### config.mk
export PLATFORM = sky130hd
export DESIGN_NAME = event_packetizer
export DESIGN_NICKNAME = d
export VERILOG_FILES = /design/src/rtl/event_packetizer_pkg.sv /design/src/rtl/event_packetizer_fifo.sv /design/src/rtl/event_packetizer.sv
export SDC_FILE = /design/constraint.sdc
export NUM_CORES = 1
export LEC_CHECK = 0
export ABC_AREA = 1
export CAP_MARGIN = 25
export CORE_MARGIN = 10
export CORE_UTILIZATION = 25
export DETAILED_ROUTE_END_ITERATION = 16
export PLACE_DENSITY_LB_ADDON = 0.1
export REMOVE_ABC_BUFFERS = 1
export SLEW_MARGIN = 20
export SYNTH_ARGS = -nofsm -noshare
export SYNTH_HDL_FRONTEND = slang
export SYNTH_SLANG_ARGS = --single-unit
### constraint.sdc
create_clock -name clk_i -period 7.3 [get_ports clk_i]
set_input_delay 1.825 -clock clk_i [delete_from_list [all_inputs] [get_ports clk_i]]
set_output_delay 1.825 -clock clk_i [all_outputs]
set_load 0.005 [all_outputs]
### src/rtl/event_packetizer_pkg.sv
// Shared packet definitions for the event packetizer: packet type codes,
// default field layout and the packet width derivation.
package event_packetizer_pkg;

    // Packet type field values (MSB of every packet)
    localparam logic PKT_EVENT = 1'b0;
    localparam logic PKT_WRAP  = 1'b1;

    // Default geometry, matching the top-level parameter defaults
    localparam int DEF_GRP_ADD = 2;
    localparam int DEF_PIX_ADD = 2;
    localparam int DEF_TS_W    = 16;

    // Field view of a packet at the default geometry, MSB to LSB
    typedef struct packed {
        logic                                 pkt_type;
        logic                                 polarity;
        logic [DEF_GRP_ADD+DEF_PIX_ADD-1:0]   x;
        logic [DEF_GRP_ADD+DEF_PIX_ADD-1:0]   y;
        logic [DEF_TS_W-1:0]                  ts;
    } pkt_fields_t;

    // Packet width: type + polarity + full x/y addresses + timestamp
    function automatic int pkt_width(input int grp_add, input int pix_add, input int ts_w);
        return 2 + 2 * (grp_add + pix_add) + ts_w;
    endfunction

endpackage

### src/rtl/event_packetizer_fifo.sv
// Two-write / one-read show-ahead FIFO. Port 0 is written before port 1,
// so a same-cycle port-0 entry is older. Head, valid and occupancy are
// registered; the free count includes a same-cycle pop so the writer can
// refill a full FIFO in the cycle it drains.
module event_fifo
    import event_packetizer_pkg::*;
#(
    parameter  int W     = 14,
    parameter  int DEPTH = 8,
    localparam int AW    = $clog2(DEPTH),
    localparam int CW    = AW + 1
) (
    input  logic          clk_i,
    input  logic          reset_i,
    input  logic          wr0_en_i,
    input  logic [W-1:0]  wr0_data_i,
    input  logic          wr1_en_i,
    input  logic [W-1:0]  wr1_data_i,
    input  logic          rd_en_i,
    output logic [W-1:0]  head_o,
    output logic          head_valid_o,
    output logic [CW-1:0] fill_o,
    output logic [CW-1:0] fill_next_o,
    output logic [CW-1:0] free_o
);

    logic [W-1:0]  mem_q [DEPTH];
    logic [W-1:0]  mem_d [DEPTH];
    logic [AW-1:0] wr_ptr_q, wr_ptr_d;
    logic [AW-1:0] rd_ptr_q, rd_ptr_d;
    logic [AW-1:0] wr1_idx_s;
    logic [CW-1:0] fill_q, fill_d;
    logic [W-1:0]  head_q, head_d;
    logic          head_valid_q, head_valid_d;
    logic          rd_fire_s;

    // Next-state: storage update, pointer advance and registered head lookahead
    always_comb begin
        rd_fire_s = rd_en_i & head_valid_q;
        wr1_idx_s = wr_ptr_q + AW'(wr0_en_i);
        for (int i = 0; i < DEPTH; i++) begin
            mem_d[i] = (wr0_en_i && (wr_ptr_q  == AW'(i))) ? wr0_data_i :
                       (wr1_en_i && (wr1_idx_s == AW'(i))) ? wr1_data_i :
                                                             mem_q[i];
        end
        wr_ptr_d     = wr_ptr_q + AW'(wr0_en_i) + AW'(wr1_en_i);
        rd_ptr_d     = rd_ptr_q + AW'(rd_fire_s);
        fill_d       = fill_q + CW'(wr0_en_i) + CW'(wr1_en_i) - CW'(rd_fire_s);
        head_valid_d = (fill_d != CW'(0));
        head_d       = head_valid_d ? mem_d[rd_ptr_d] : W'(0);
        free_o       = CW'(DEPTH) - fill_q + CW'(rd_fire_s);
        fill_next_o  = fill_d;
    end

    // Control state with synchronous active-low reset
    always_ff @(posedge clk_i) begin
        if (!reset_i) begin
            wr_ptr_q     <= AW'(0);
            rd_ptr_q     <= AW'(0);
            fill_q       <= CW'(0);
            head_q       <= W'(0);
            head_valid_q <= 1'b0;
        end else begin
            wr_ptr_q     <= wr_ptr_d;
            rd_ptr_q     <= rd_ptr_d;
            fill_q       <= fill_d;
            head_q       <= head_d;
            head_valid_q <= head_valid_d;
        end
    end

    // Packet storage; contents are only observed through valid pointers
    always_ff @(posedge clk_i) begin
        for (int i = 0; i < DEPTH; i++) begin
            mem_q[i] <= mem_d[i];
        end
    end

    assign head_o       = head_q;
    assign head_valid_o = head_valid_q;
    assign fill_o       = fill_q;

endmodule

### src/rtl/event_packetizer.sv
// Event packetizer: stamps granted pixel addresses with a free-running
// timestamp, inserts timestamp-wrap markers, buffers packets in a small
// FIFO, raises backpressure and accounts for every lost event or marker.
module event_packetizer
    import event_packetizer_pkg::*;
#(
    parameter  int GRP_ADD    = 2,
    parameter  int PIX_ADD    = 2,
    parameter  int TS_W       = 16,
    parameter  int FIFO_DEPTH = 8,
    parameter  int AFULL_TH   = 2,
    localparam int PKT_W      = pkt_width(GRP_ADD, PIX_ADD, TS_W),
    localparam int FW         = $clog2(FIFO_DEPTH) + 1
) (
    input  logic               clk_i,
    input  logic               reset_i,
    input  logic               tick_i,
    input  logic               evt_valid_i,
    input  logic [GRP_ADD-1:0] grp_x_i,
    input  logic [GRP_ADD-1:0] grp_y_i,
    input  logic [PIX_ADD-1:0] pix_x_i,
    input  logic [PIX_ADD-1:0] pix_y_i,
    input  logic               polarity_i,
    output logic [PKT_W-1:0]   pkt_o,
    output logic               pkt_valid_o,
    input  logic               pkt_ready_i,
    output logic               hold_o,
    output logic [FW-1:0]      fill_o,
    output logic [7:0]         drop_cnt_o,
    output logic               ts_lost_o
);

    logic [TS_W-1:0]  ts_q, ts_d;
    logic [7:0]       drop_cnt_q, drop_cnt_d;
    logic             ts_lost_q, ts_lost_d;
    logic             hold_q, hold_d;

    logic             wrap_req_s;
    logic             wr_wrap_s, wr_evt_s;
    logic             drop_evt_s, drop_wrap_s;
    logic [PKT_W-1:0] evt_pkt_s, wrap_pkt_s;
    logic [FW-1:0]    free_s, fill_next_s;
    logic             rd_en_s;

    // Timestamp, packet composition, space allocation and drop accounting
    always_comb begin
        wrap_req_s  = tick_i & (ts_q == {TS_W{1'b1}});
        ts_d        = tick_i ? (ts_q + TS_W'(1)) : ts_q;

        evt_pkt_s   = {PKT_EVENT, polarity_i, grp_x_i, pix_x_i, grp_y_i, pix_y_i, ts_q};
        wrap_pkt_s  = {PKT_WRAP, (PKT_W-1)'(0)};

        rd_en_s     = pkt_valid_o & pkt_ready_i;

        // The marker claims space first; the event needs a slot beyond it
        wr_wrap_s   = wrap_req_s & (free_s >= FW'(1));
        wr_evt_s    = evt_valid_i & (free_s >= (FW'(1) + FW'(wrap_req_s)));
        drop_wrap_s = wrap_req_s & ~wr_wrap_s;
        drop_evt_s  = evt_valid_i & ~wr_evt_s;

        if (drop_evt_s && (drop_cnt_q != 8'hFF)) begin
            drop_cnt_d = drop_cnt_q + 8'd1;
        end else begin
            drop_cnt_d = drop_cnt_q;
        end

        ts_lost_d = ts_lost_q | drop_wrap_s;

        // Backpressure reflects the space left after this cycle's traffic
        hold_d = ((FW'(FIFO_DEPTH) - fill_next_s) <= FW'(AFULL_TH));
    end

    // Counter and status registers with synchronous active-low reset
    always_ff @(posedge clk_i) begin
        if (!reset_i) begin
            ts_q       <= TS_W'(0);
            drop_cnt_q <= 8'd0;
            ts_lost_q  <= 1'b0;
            hold_q     <= 1'b0;
        end else begin
            ts_q       <= ts_d;
            drop_cnt_q <= drop_cnt_d;
            ts_lost_q  <= ts_lost_d;
            hold_q     <= hold_d;
        end
    end

    event_fifo #(
        .W     (PKT_W),
        .DEPTH (FIFO_DEPTH)
    ) u_fifo (
        .clk_i        (clk_i),
        .reset_i      (reset_i),
        .wr0_en_i     (wr_wrap_s),
        .wr0_data_i   (wrap_pkt_s),
        .wr1_en_i     (wr_evt_s),
        .wr1_data_i   (evt_pkt_s),
        .rd_en_i      (rd_en_s),
        .head_o       (pkt_o),
        .head_valid_o (pkt_valid_o),
        .fill_o       (fill_o),
        .fill_next_o  (fill_next_s),
        .free_o       (free_s)
    );

    assign hold_o     = hold_q;
    assign drop_cnt_o = drop_cnt_q;
    assign ts_lost_o  = ts_lost_q;

endmodule
Word-level counts from Yosys, hierarchy flattened --
Memory sizes are Yosys's and may differ from the RTL's. Cells that the tools add are included.
Word-level totals: input bits 14, output and inout port bits 41, RAM bits 208, memories 1, register bits 63, logic and storage cells 93
Memories:
- u_fifo.mem_q | words 8, width 26, rd ports 8, clocked after memory_dff 0, wr ports 8, line event_packetizer_fifo.sv:27 | logic [W-1:0] mem_q [DEPTH];
Operators by class: $add $sub $neg 12, equality and inequality tests 16, multiplexer cells 19, bitwise gates (word level) 11, order comparisons 4, reduce and logical (&&, ||, !) cells 21
Operators by type and width (count):
- 26-bit 2-to-1 mux | 18
- 26-bit binary-select mux with 3-bit select | 1
- 3-bit == test (second input constant) | 8
- 1-bit logical AND | 17
- 16-bit by 1-bit adder with 16-bit output (second input constant) | 1
- 16-bit == test (second input constant) | 1
- 4-bit by 1-bit adder with 4-bit output | 3
- 3-bit by 2-bit == test with 1-bit output (second input constant) | 4
- 3-bit by 1-bit adder with 3-bit output | 3
- 8-bit by 1-bit adder with 8-bit output (second input constant) | 1
- 8-bit != test (second input constant) | 1
- 4-bit subtractor (first input constant) | 2
- 1-bit AND | 7
- 3-bit by 1-bit == test with 1-bit output (second input constant) | 2
- 3-bit logical NOT | 2
- 4-bit by 1-bit greater-or-equal comparator with 1-bit output (second input constant) | 1
- 4-bit by 2-bit greater-or-equal comparator with 1-bit output | 1
- 4-bit greater-or-equal comparator (second input constant) | 1
- 4-bit by 2-bit <= comparator with 1-bit output (second input constant) | 1
- 3-bit NOT with 4-bit output | 1
- 4-bit nonzero test | 1
- 4-bit by 1-bit subtractor with 4-bit output | 1
- 1-bit by 1-bit adder with 2-bit output (first input constant) | 1
- 1-bit NOT | 2
- 2 further kinds | 2

Longest topological paths before layout --
Gate-level depths: netlist of run 1.
depth in word-level cells 13, mapped depth 29, depth with buffers taken out 25

Cells and area by module --
A second synthesis of run 1 with hierarchy kept.
Unflattened totals: cells, all modules 2427, area total of the unflattened synthesis 15023.2 um^2
Modules (own cells, without submodules):
- event_fifo | cells each 2209, seq. area each 4904.7 um^2, instances 1, area an instance 13496.7 um^2
- event_packetizer | cells each 218, seq. area each 520.5 um^2, instances 1, area an instance 1526.5 um^2

Least setup slack after synthesis of run 1 --
OpenSTA, ideal clock, no wires.
kind input-to-reg, from input tick_i, to register u_fifo.head_q[10], in the netlist u_fifo.head_o[10], data required time 7.236 ns, arrival time 5.853 ns, buffers on the path 4, library setup time 0.064 ns, stages 28, path slack 1.383 ns, cell sequence nand3_1 nor3_2 nand2_1 nor2_4 inv_1 ha_1 inv_1 nand2_1 a21oi_1 nand2_2 buf_6 buf_6 buf_4 inv_1 nor2_1 inv_1 ha_1 inv_1 fa_1 inv_1 fa_1 ha_1 inv_1 nor2_1 a21oi_1 buf_2 nand2_1 nor2_1
On the way: word-level cells in the longest chain between the ends 10, elaborated cells between the ends (all ways) 54, those cells by class add/sub (5); order compare (1); eq/ne (7); mux (19); bitwise (3); reduce/logical (19)
RTL lines:
- start: declaration | line event_packetizer.sv:17 | input logic tick_i,
- 1-bit AND (*) | line event_packetizer.sv:47 | wrap_req_s = tick_i & (ts_q == {TS_W{1'b1}});
- parallel branches: the longest is 9 deep, another holds 4-bit by 2-bit greater-or-equal comparator with 1-bit output
- end signal: assignment | line event_packetizer_fifo.sv:61 | head_q <= W'(0);
- end signal: assignment | line event_packetizer_fifo.sv:67 | head_q <= head_d;
- end: declaration | line event_packetizer_fifo.sv:33 | logic [W-1:0] head_q, head_d;
Mark *: on every way between the ends. The select of a mux whose other input is x is not followed. A chain may end at the register's enable or synchronous reset.

Final worst setup path of run 1 --
from input tick_i, to register u_fifo.head_q[24], in the netlist u_fifo.head_o[24]
The elaborated chain is that of the path after synthesis.

==> impl_metrics.env, run 1 <==
export IMPL_powerDensity_nw_per_um2=366
export IMPL_ir_drop_mv=0.199
export IMPL_layout_common_cells="nand2_1, nand3_1, dfxtp_1, nand4_1, a21oi_1"
export IMPL_cts_setup_buffers=0
export IMPL_p_comb_share_pct=39.5
export IMPL_wl_per_cell_um=20.6
export IMPL_core_rowCount=86
export IMPL_cts_tree="yes"
export IMPL_cts_hold_buf=0
export IMPL_sw_frac_of_total_pct=41.2
export IMPL_worstSetupEndpointType="register"
export IMPL_grt_pass1_vias=12900
export IMPL_cts_sinks=271
export IMPL_grtUsageTotal_pct=16.4
export IMPL_htree_levels=2
export IMPL_yosysSeqAreaShare_pct=39.0
export IMPL_synthCells=1960
export IMPL_hold_viol=0
export IMPL_met2_usage_pct=26.3
export IMPL_crit_start="tick_i"
export IMPL_drv_slew=0
export IMPL_fillCellCount=6142
export IMPL_antenna_cells=0
export IMPL_ys_ff_latch=271
export IMPL_synth_xor_area_share_pct=0.575
export IMPL_final_common_cell="nand2_1"
export IMPL_regArea_um2=5430
export IMPL_status="complete, no violations"
export IMPL_relSlewSlack_pct=30.2
export IMPL_hp_class="reg2reg"
export IMPL_max_clock_freq_mhz=166
export IMPL_critPathMaxFanout=27
export IMPL_async_reset_ff_share_pct=0
export IMPL_area_growth_pct=14.7
export IMPL_clk_latency_ns=0.55
export IMPL_cap_violations=0
export IMPL_fin_crit_ns=6.04
export IMPL_power_frac_seq_pct=30.8
export IMPL_synth_enable_flop_cells=0
export IMPL_portBuffers=54
export IMPL_die_y_um=256
export IMPL_r2r_start="ts_q[0]"
export IMPL_numCtsBuffers=36
export IMPL_routed_wl_um=55400
export IMPL_synth_compound_area_share_pct=7.01
export IMPL_p_clk_share_pct=29.8
export IMPL_fin_nets=1946
export IMPL_timing_final_crit_share_pct=82.7
export IMPL_synth_ff_type="dfxtp_1"
export IMPL_path_clk_slew_ns=0.06
export IMPL_grt_busiest_layer="met2"
export IMPL_design_core_area_um2=55100
export IMPL_whs_ns=0.455
export IMPL_synthSimpleGateAreaFrac_pct=42.6
export IMPL_initial_core_util_pct=25.3
export IMPL_drc=0
export IMPL_critPathKind="in2reg"
export IMPL_critPathRequiredTime_ns=7.78
export IMPL_final_setup_viol_count=0
export IMPL_intPower_mw=3.44
export IMPL_fp_dieW_um=256
export IMPL_grt_use_met1_pct=22.4
export IMPL_grt_max_degree=81
export IMPL_clockRootBuffer="clkbuf_16"
export IMPL_leakagePower_nw=6.68
export IMPL_avgViaCountPerCell=4.99
export IMPL_min_from="u_fifo.mem_q[1][51]"
export IMPL_hpwl_um=31800
export IMPL_ioPinCount=55
export IMPL_drive_above_1_share_pct=7.75
export IMPL_synth_area_mux_share_pct=0
export IMPL_cts_resized=0
export IMPL_clock_path_buffers=3
export IMPL_start_kind="input port"
export IMPL_synthAdderAreaFrac_pct=1.91
export IMPL_worst_pin_slew_ns=1.05
export IMPL_switchingPower_mw=2.41
export IMPL_drt_pass1_iter_count=5
export IMPL_multi_input_area_um2=7290
export IMPL_synth_top_family_by_area="simple AND/OR/NAND/NOR gates"
export IMPL_synth_warnings=0
export IMPL_antenna_found_initial=1
export IMPL_synth_cell_area_um2=13900
export IMPL_syn_avg_cell_area_um2=7.10
export IMPL_grtUsageMet3_pct=2.79
export IMPL_critPathArrivalTime_ns=6.52
export IMPL_rsz0062_at_grt="false"
export IMPL_synth_distinct_cells=42
export IMPL_die_area_um2=65500
export IMPL_num_vias=13400
export IMPL_finClkSkew_ns=0.0230
export IMPL_p_total_mw=5.84
export IMPL_grt_pass1_wl_um=83800
export IMPL_gp_congestion=0.772
export IMPL_ant_nets=0
export IMPL_grt_overflow=0
export IMPL_dr_first_iter_drc_count=952
cells by family after synthesis:
| group | count (synthesis) |
|---|---|
| adders and majority gates | 20 |
| DFF | 271 |
| AOI/OAI and AO/OA | 194 |
| buffers and inverters | 256 |
| and+or+nand+nor | 1212 |
| xor gates and xnor gates | 7 |
final cells by class:
cell class,count,area share (%)
multi-input combinational,1433,45.7
sequential,271,34.0
clock buffer,58,6.99
tap,748,5.86
timing repair buffer,94,5.48
inverter,76,1.81
clock inverter,4,0.149
metal layers:
metal	vias to the layer above	part of all wire (%)
met5	-	0
met4	0	2.3
met3	73	4.6
met2	307	45
met1	6461	48
li1	6562	-
synthesized netlist by cell type (5+ instances only):
master | n | area (µm²)
buf_1 | 15 | 56.3
nor2_1 | 58 | 218
inv_1 | 68 | 255
dfxtp_1 | 271 | 5430
buf_6 | 16 | 180
ha_1 | 18 | 225
o21ai_1 | 18 | 90.1
a21oi_1 | 149 | 746
nor2_2 | 9 | 56.3
nand4_1 | 181 | 1130
buf_4 | 12 | 90.1
clkbuf_1 | 51 | 191
and2_1 | 100 | 626
nand3_1 | 317 | 1590
o21ai_0 | 24 | 120
buf_2 | 85 | 425
nand2_1 | 502 | 1880
inv_2 | 5 | 18.8
nand3_4 | 5 | 87.6
nor3_1 | 6 | 30.0
nand2_2 | 14 | 87.6
power by group through the flow:
stage	Combinational [mW]	Sequential [mW]	Clock, mW
6_report	2.31	1.80	1.74
5_1_grt	2.54	1.82	1.86
4_1_cts	2.31	1.80	1.80
3_5_place_dp	2.30	1.83	0
3_3_place_gp	2.29	1.83	0
2_1_floorplan	1.35	1.80	0
path summary, 6_finish.rpt:
check	endpoint	slack, ns	depth (start not counted)
min reg2reg	u_fifo.mem_q[1][51]	0.45	2
max reg2reg	u_fifo.head_o[24]	1.96	26
max	u_fifo.head_o[24]	1.26	26
min	u_fifo.mem_q[1][51]	0.45	2
critical path, cell delays in order:
cell	delay, ns
clkdlybuf4s50_1	0.52
nand3_1	0.11
nor3_2	0.16
nand2_1	0.11
nor2_4	0.20
inv_1	0.09
ha_1	0.30
inv_1	0.06
nand2_1	0.05
a21oi_1	0.33
nand2_8	0.21
inv_1	0.09
nor2_1	0.06
inv_1	0.06
ha_1	0.11
inv_1	0.05
fa_1	0.42
inv_1	0.08
fa_1	0.46
ha_1	0.24
inv_1	0.05
nor2_1	0.07
a21oi_4	0.16
buf_4	0.45
nand2_1	0.10
nor2_1	0.11
state kept, by name, indices dropped and copies added (netlist names):
| name | cells |
|---|---|
| hold_o | 1 |
| u_fifo.wr_ptr_q | 3 |
| ts_lost_o | 1 |
| u_fifo.mem_q | 208 |
| u_fifo.head_valid_o | 1 |
| u_fifo.fill_o | 4 |
| drop_cnt_o | 8 |
| ts_q | 16 |
| u_fifo.rd_ptr_q | 3 |
| u_fifo.head_o | 26 |
metrics by stage:
step	util [%]	setup TNS [ns]	std cells	cell area, µm²	setup slack, ns
after floorplan	-	-7.91	1780	13000	-0.308
after global placement	26.8	0	2620	14800	0.677
after detailed placement	26.8	0	2620	14800	0.691
after CTS	28.9	0	2682	15900	1.26
after global routing	29.0	0	2684	16000	0.844
final	29.0	0	2684	16000	1.26
(Power assumes the default switching activity.)
==> run 2, diff against run 1 <==
==> constraint.sdc (replaced) <==
create_clock -name clk_i -period 5.15 [get_ports clk_i]
set_input_delay 1.2875 -clock clk_i [delete_from_list [all_inputs] [get_ports clk_i]]
set_output_delay 1.2875 -clock clk_i [all_outputs]
set_load 0.005 [all_outputs]
==> run 2 against run 1 <==
Against the previous run:
- wire length fell by 0.12%
- clock skew shrank 0.013 ns
- via count up 2.1%
- cell count increased by 3.5%
- critical endpoint is now u_fifo.head_o[22]
- clock power rose by 41%
- worst hold slack worse by 0.0064 ns
- count of clock-buffer cells in the layout decreased by 8
==> impl_metrics.env, run 2 (same netlist as run 1, synthesis figures left out) <==
export IMPL_grt_pass1_wl_um=84300
export IMPL_cpMostUsedCell="inv_1"
export IMPL_cts_sinks=271
export IMPL_cts_hold_buf=0
export IMPL_rsz0062_at_grt="false"
export IMPL_grt_max_degree=136
export IMPL_status="complete, no violations"
export IMPL_finClkSkew_ns=0.0101
export IMPL_critPathMaxStageDelay_ns=0.50
export IMPL_design_core_area_um2=55100
export IMPL_powerDensity_nw_per_um2=507
export IMPL_num_vias=13700
export IMPL_grt_overflow=0
export IMPL_cts_setup_buffers=0
export IMPL_antenna_cells=0
export IMPL_layout_common_cells="nand2_1, nand3_1, dfxtp_1, nand4_1, a21oi_1"
export IMPL_routed_wl_um=55300
export IMPL_fin_nets=2048
export IMPL_core_rowCount=86
export IMPL_r2r_slack_ns=0.85
export IMPL_critPathKind="in2reg"
export IMPL_crit_buf_inv=10
export IMPL_regMostFlops="u_fifo.mem_q"
export IMPL_die_y_um=256
export IMPL_hold_viol=0
export IMPL_final_common_cell="nand2_1"
export IMPL_grt_pass1_vias=13200
export IMPL_gp_congestion=0.794
export IMPL_ioPinCount=55
export IMPL_clock_path_buffers=3
export IMPL_worst_path_stages=27
export IMPL_area_growth_pct=20.9
export IMPL_crit_start="tick_i"
export IMPL_fin_crit_ns=4.82
export IMPL_critPathMaxFanout=15
export IMPL_worst_pin_slew_ns=1.00
export IMPL_drc=0
export IMPL_drive_above_1_share_pct=12.3
export IMPL_relSlewSlack_pct=32.9
export IMPL_final_util_pct=30.5
export IMPL_timing_final_crit_share_pct=93.7
export IMPL_drv_slew=0
export IMPL_cts_resized=0
export IMPL_ir_drop_mv=0.698
export IMPL_antenna_found_initial=0
export IMPL_critPathTopFamily="adder cells"
export IMPL_dp_cells=2725
export IMPL_hpwl_um=34800
export IMPL_wl_per_cell_um=19.9
export IMPL_die_area_um2=65500
export IMPL_dr_first_iter_drc_count=979
export IMPL_avgViaCountPerCell=4.93
export IMPL_hp_class="reg2reg"
export IMPL_whs_ns=0.449
export IMPL_critPathArrivalTime_ns=5.30
export IMPL_ant_nets=0
export IMPL_r2r_start="ts_q[14]"
export IMPL_cp_endpoint="u_fifo.head_o[22]"
export IMPL_clockRootBuffer="clkbuf_16"
export IMPL_leakagePower_nw=7.19
export IMPL_grtUsageTotal_pct=16.4
export IMPL_drt_pass1_iter_count=6
export IMPL_start_kind="input port"
export IMPL_critPathRequiredTime_ns=5.63
export IMPL_largest_register_ffs=208
export IMPL_htree_levels=2
export IMPL_final_setup_viol_count=0
export IMPL_reg2reg_depth=26
export IMPL_worstSetupEndpointType="register"
export IMPL_slowest_stage="clkdlybuf4s50_1"
export IMPL_fp_dieW_um=256
export IMPL_fillCellCount=6064
export IMPL_initial_core_util_pct=25.3
export IMPL_max_clock_freq_mhz=207
export IMPL_clk_latency_ns=0.55
export IMPL_cts_tree="yes"
export IMPL_numCtsBuffers=35
export IMPL_portBuffers=54
export IMPL_instances_no_fill=2777
export IMPL_cap_violations=0
export IMPL_fin_tns_setup_ns=0
export IMPL_rr_endpoint="u_fifo.head_o[22]"
export IMPL_path_clk_slew_ns=0.05
[run 2: changes by cell type in the layout (fill, tap and decap cells not counted), sizes merged]
cell,before,now
bufinv,0,1
buf,41,144
clkbuf,58,50
clkinv,6,3
[run 2: worst min path at each step]
| stage | startpoint | endpoint | slack (ns) | cells after the start |
|---|---|---|---|---|
| 6_report | u_fifo.mem_q[0][51] | u_fifo.mem_q[0][51] | 0.45 | 2 |
| 2_1_floorplan | u_fifo.mem_q[0][103] | u_fifo.mem_q[0][103] | 0.42 | 2 |
| 5_1_grt | u_fifo.mem_q[1][44] | u_fifo.mem_q[1][44] | 0.48 | 2 |
| 3_3_place_gp | u_fifo.mem_q[0][25] | u_fifo.mem_q[0][25] | 0.43 | 2 |
| 4_1_cts | u_fifo.mem_q[0][25] | u_fifo.mem_q[0][25] | 0.45 | 2 |
| 3_5_place_dp | u_fifo.mem_q[0][77] | u_fifo.mem_q[0][77] | 0.44 | 2 |
[run 2: metal layers]
layer	GRT usage [%]	vias to the layer above	share of wire, %
met4	3.67	0	1.8
met2	26.7	325	46
met5	0	-	0
met1	22.4	6543	47
li1	-	6756	-
met3	2.70	67	4.8
[run 2: stage by stage]
step	cell area (µm²)	setup slack, ns	power (mW)
6_report	16800	0.327	8.53
5_1_grt	16800	0.0676	9.07
4_1_cts	16800	0.350	8.64
3_5_place_dp	15700	-0.208	6.16
3_3_place_gp	15700	-0.183	6.16
2_1_floorplan	13000	-1.92	4.47
[run 2: layout make-up]
type,count,area (µm²),area share (%)
multi-input cells,1433,7290,43.3
well taps,748,936,5.56
inverters,76,289,1.72
repair buffers,197,1790,10.6
flip-flops and latches,271,5430,32.2
clock inverters,2,35.0,0.208
clock buffers,50,1060,6.33
[run 2: tightest hold or removal path, cell delays in order (launching register included)]
cell	delay [ns]
dfxtp_1	0.30
nand2_1	0.06
nand2_1	0.06
[run 2: power by group]
part | internal [mW] | leakage [nW] | switching, mW
clock network | 1.47 | 0.543 | 0.981
logic | 1.22 | 4.44 | 2.33
registers | 2.42 | 2.20 | 0.123
==> run 3, diff against run 2 <==
--- a/config.mk
+++ b/config.mk
@@ -6,7 +6,7 @@
 export NUM_CORES = 1
 export LEC_CHECK = 0
 export ABC_AREA = 1
-export CAP_MARGIN = 25
+export CAP_MARGIN = 15
 export CORE_MARGIN = 10
 export CORE_UTILIZATION = 25
 export DETAILED_ROUTE_END_ITERATION = 16
==> run 3 against run 2 <==
Against the previous run:
- clock skew about the same
- sequential power about the same
- worst hold slack better by 0.0027 ns
- first-iteration DRC count down 9.6%
- register-to-register slack about the same
- count of clock-buffer cells in the layout up 1
- setup slack better by 0.015 ns
- die area unchanged
- flip-flop and latch count unchanged
- design area down 0.13%
- largest power group unchanged
==> impl_metrics.env, run 3 (same netlist as run 1, synthesis figures left out) <==
export IMPL_final_util_pct=30.5
export IMPL_place_area_um2=15700
export IMPL_final_setup_viol_count=0
export IMPL_pre_cts_slack_ns=-0.186
export IMPL_worst_pin_slew_ns=1.09
export IMPL_regMostFlops="u_fifo.mem_q"
export IMPL_worstSetupEndpointType="register"
export IMPL_antenna_found_initial=0
export IMPL_r2r_slack_ns=0.85
export IMPL_gp_congestion=0.794
export IMPL_design_core_area_um2=55100
export IMPL_grt_pass1_vias=13200
export IMPL_cts_resized=0
export IMPL_critPathRequiredTime_ns=5.63
export IMPL_clk_latency_ns=0.55
export IMPL_powerDensity_nw_per_um2=508
export IMPL_fp_dieW_um=256
export IMPL_critPathMaxFanout=15
export IMPL_relSlewSlack_pct=27.5
export IMPL_clock_path_buffers=3
export IMPL_numCtsBuffers=36
export IMPL_cts_sinks=271
export IMPL_instances_no_fill=2783
export IMPL_cap_violations=0
export IMPL_routed_wl_um=55700
export IMPL_htree_levels=2
export IMPL_fin_nets=2048
export IMPL_ant_nets=0
export IMPL_grt_overflow=0
export IMPL_hpwl_um=34700
export IMPL_ir_drop_mv=0.666
export IMPL_cts_setup_buffers=0
export IMPL_fillCellCount=6088
export IMPL_core_rowCount=86
export IMPL_dp_cells=2724
export IMPL_drive_above_1_share_pct=12.3
export IMPL_start_kind="input port"
export IMPL_grtUsageTotal_pct=16.6
export IMPL_multi_input_area_um2=7290
export IMPL_critPathMaxStageDelay_ns=0.48
export IMPL_regArea_um2=5430
export IMPL_p_total_mw=8.54
export IMPL_largest_register_ffs=208
export IMPL_die_area_um2=65500
export IMPL_max_clock_freq_mhz=208
export IMPL_avgViaCountPerCell=4.95
export IMPL_num_vias=13800
export IMPL_clockRootBuffer="clkbuf_16"
export IMPL_final_common_cell="nand2_1"
export IMPL_cts_hold_buf=0
export IMPL_path_clk_slew_ns=0.05
export IMPL_drt_pass1_iter_count=5
export IMPL_status="complete, no violations"
export IMPL_finClkSkew_ns=0.0104
export IMPL_dr_first_iter_drc_count=885
export IMPL_portBuffers=54
export IMPL_finalWorstSetupSlack_ns=0.342
export IMPL_fin_crit_ns=4.81
export IMPL_drv_slew=0
export IMPL_area_growth_pct=20.8
export IMPL_rsz0062_at_grt="false"
export IMPL_ioPinCount=55
export IMPL_critPathArrivalTime_ns=5.29
export IMPL_timing_final_crit_share_pct=93.4
export IMPL_drc=0
export IMPL_hp_class="reg2reg"
export IMPL_layout_common_cells="nand2_1, nand3_1, dfxtp_1, nand4_1, a21oi_1"
export IMPL_slowest_stage="clkdlybuf4s50_1"
export IMPL_cpMostUsedCell="inv_1"
export IMPL_hold_viol=0
export IMPL_die_y_um=256
export IMPL_grt_max_degree=136
export IMPL_design_area_um2=16800
export IMPL_cts_tree="yes"
export IMPL_grt_pass1_wl_um=84800
export IMPL_initial_core_util_pct=25.3
export IMPL_wl_per_cell_um=20.0
export IMPL_critPathKind="in2reg"
export IMPL_leakagePower_nw=7.17
run 3: final timing paths:
| path | from | end | cells past startpoint |
|---|---|---|---|
| max | tick_i | u_fifo.head_o[11] | 27 |
| min | u_fifo.mem_q[0][51] | u_fifo.mem_q[0][51] | 2 |
| max reg2reg | ts_q[14] | u_fifo.head_o[11] | 26 |
| min reg2reg | u_fifo.mem_q[0][51] | u_fifo.mem_q[0][51] | 2 |
run 3: critical path: cells and delay by family:
| kind | cells | cell delay (ns) |
|---|---|---|
| adder cells (fa/ha/maj) | 5 | 1.60 |
| buffers and inverters | 10 | 1.18 |
| AND/OR/NAND/NOR | 10 | 0.95 |
| AO/OA/AOI/OAI | 2 | 0.27 |
run 3: metal layers:
layer | routed length [µm] | GRT usage [%] | up-vias
met4 | 873 | 3.64 | 0
met1 | 26200 | 22.5 | 6625
li1 | - | - | 6750
met5 | 0 | 0 | -
met2 | 25900 | 27.0 | 352
met3 | 2760 | 2.76 | 53
run 3: layout make-up:
class,instances,share of cell area (%)
sequential,271,32.3
antenna,1,0.0149
timing repair buffer,196,10.5
inverter,76,1.72
clock inverter,7,0.387
tap,748,5.57
multi-input combinational,1433,43.4
clock buffer,51,6.18
run 3: power by group:
part | internal (mW) | switching (mW) | total (mW) | leakage, nW
sequential | 2.42 | 0.124 | 2.54 | 2.20
combinational | 1.22 | 2.34 | 3.56 | 4.43
clock | 1.44 | 0.996 | 2.44 | 0.539
run 3: per-stage QoR:
step | hold slack (ns) | setup TNS, ns
6_report | 0.451 | 0
3_5_place_dp | 0.439 | -4.32
3_3_place_gp | 0.435 | -4.39
2_1_floorplan | 0.423 | -67.59
4_1_cts | 0.454 | 0
5_1_grt | 0.484 | 0
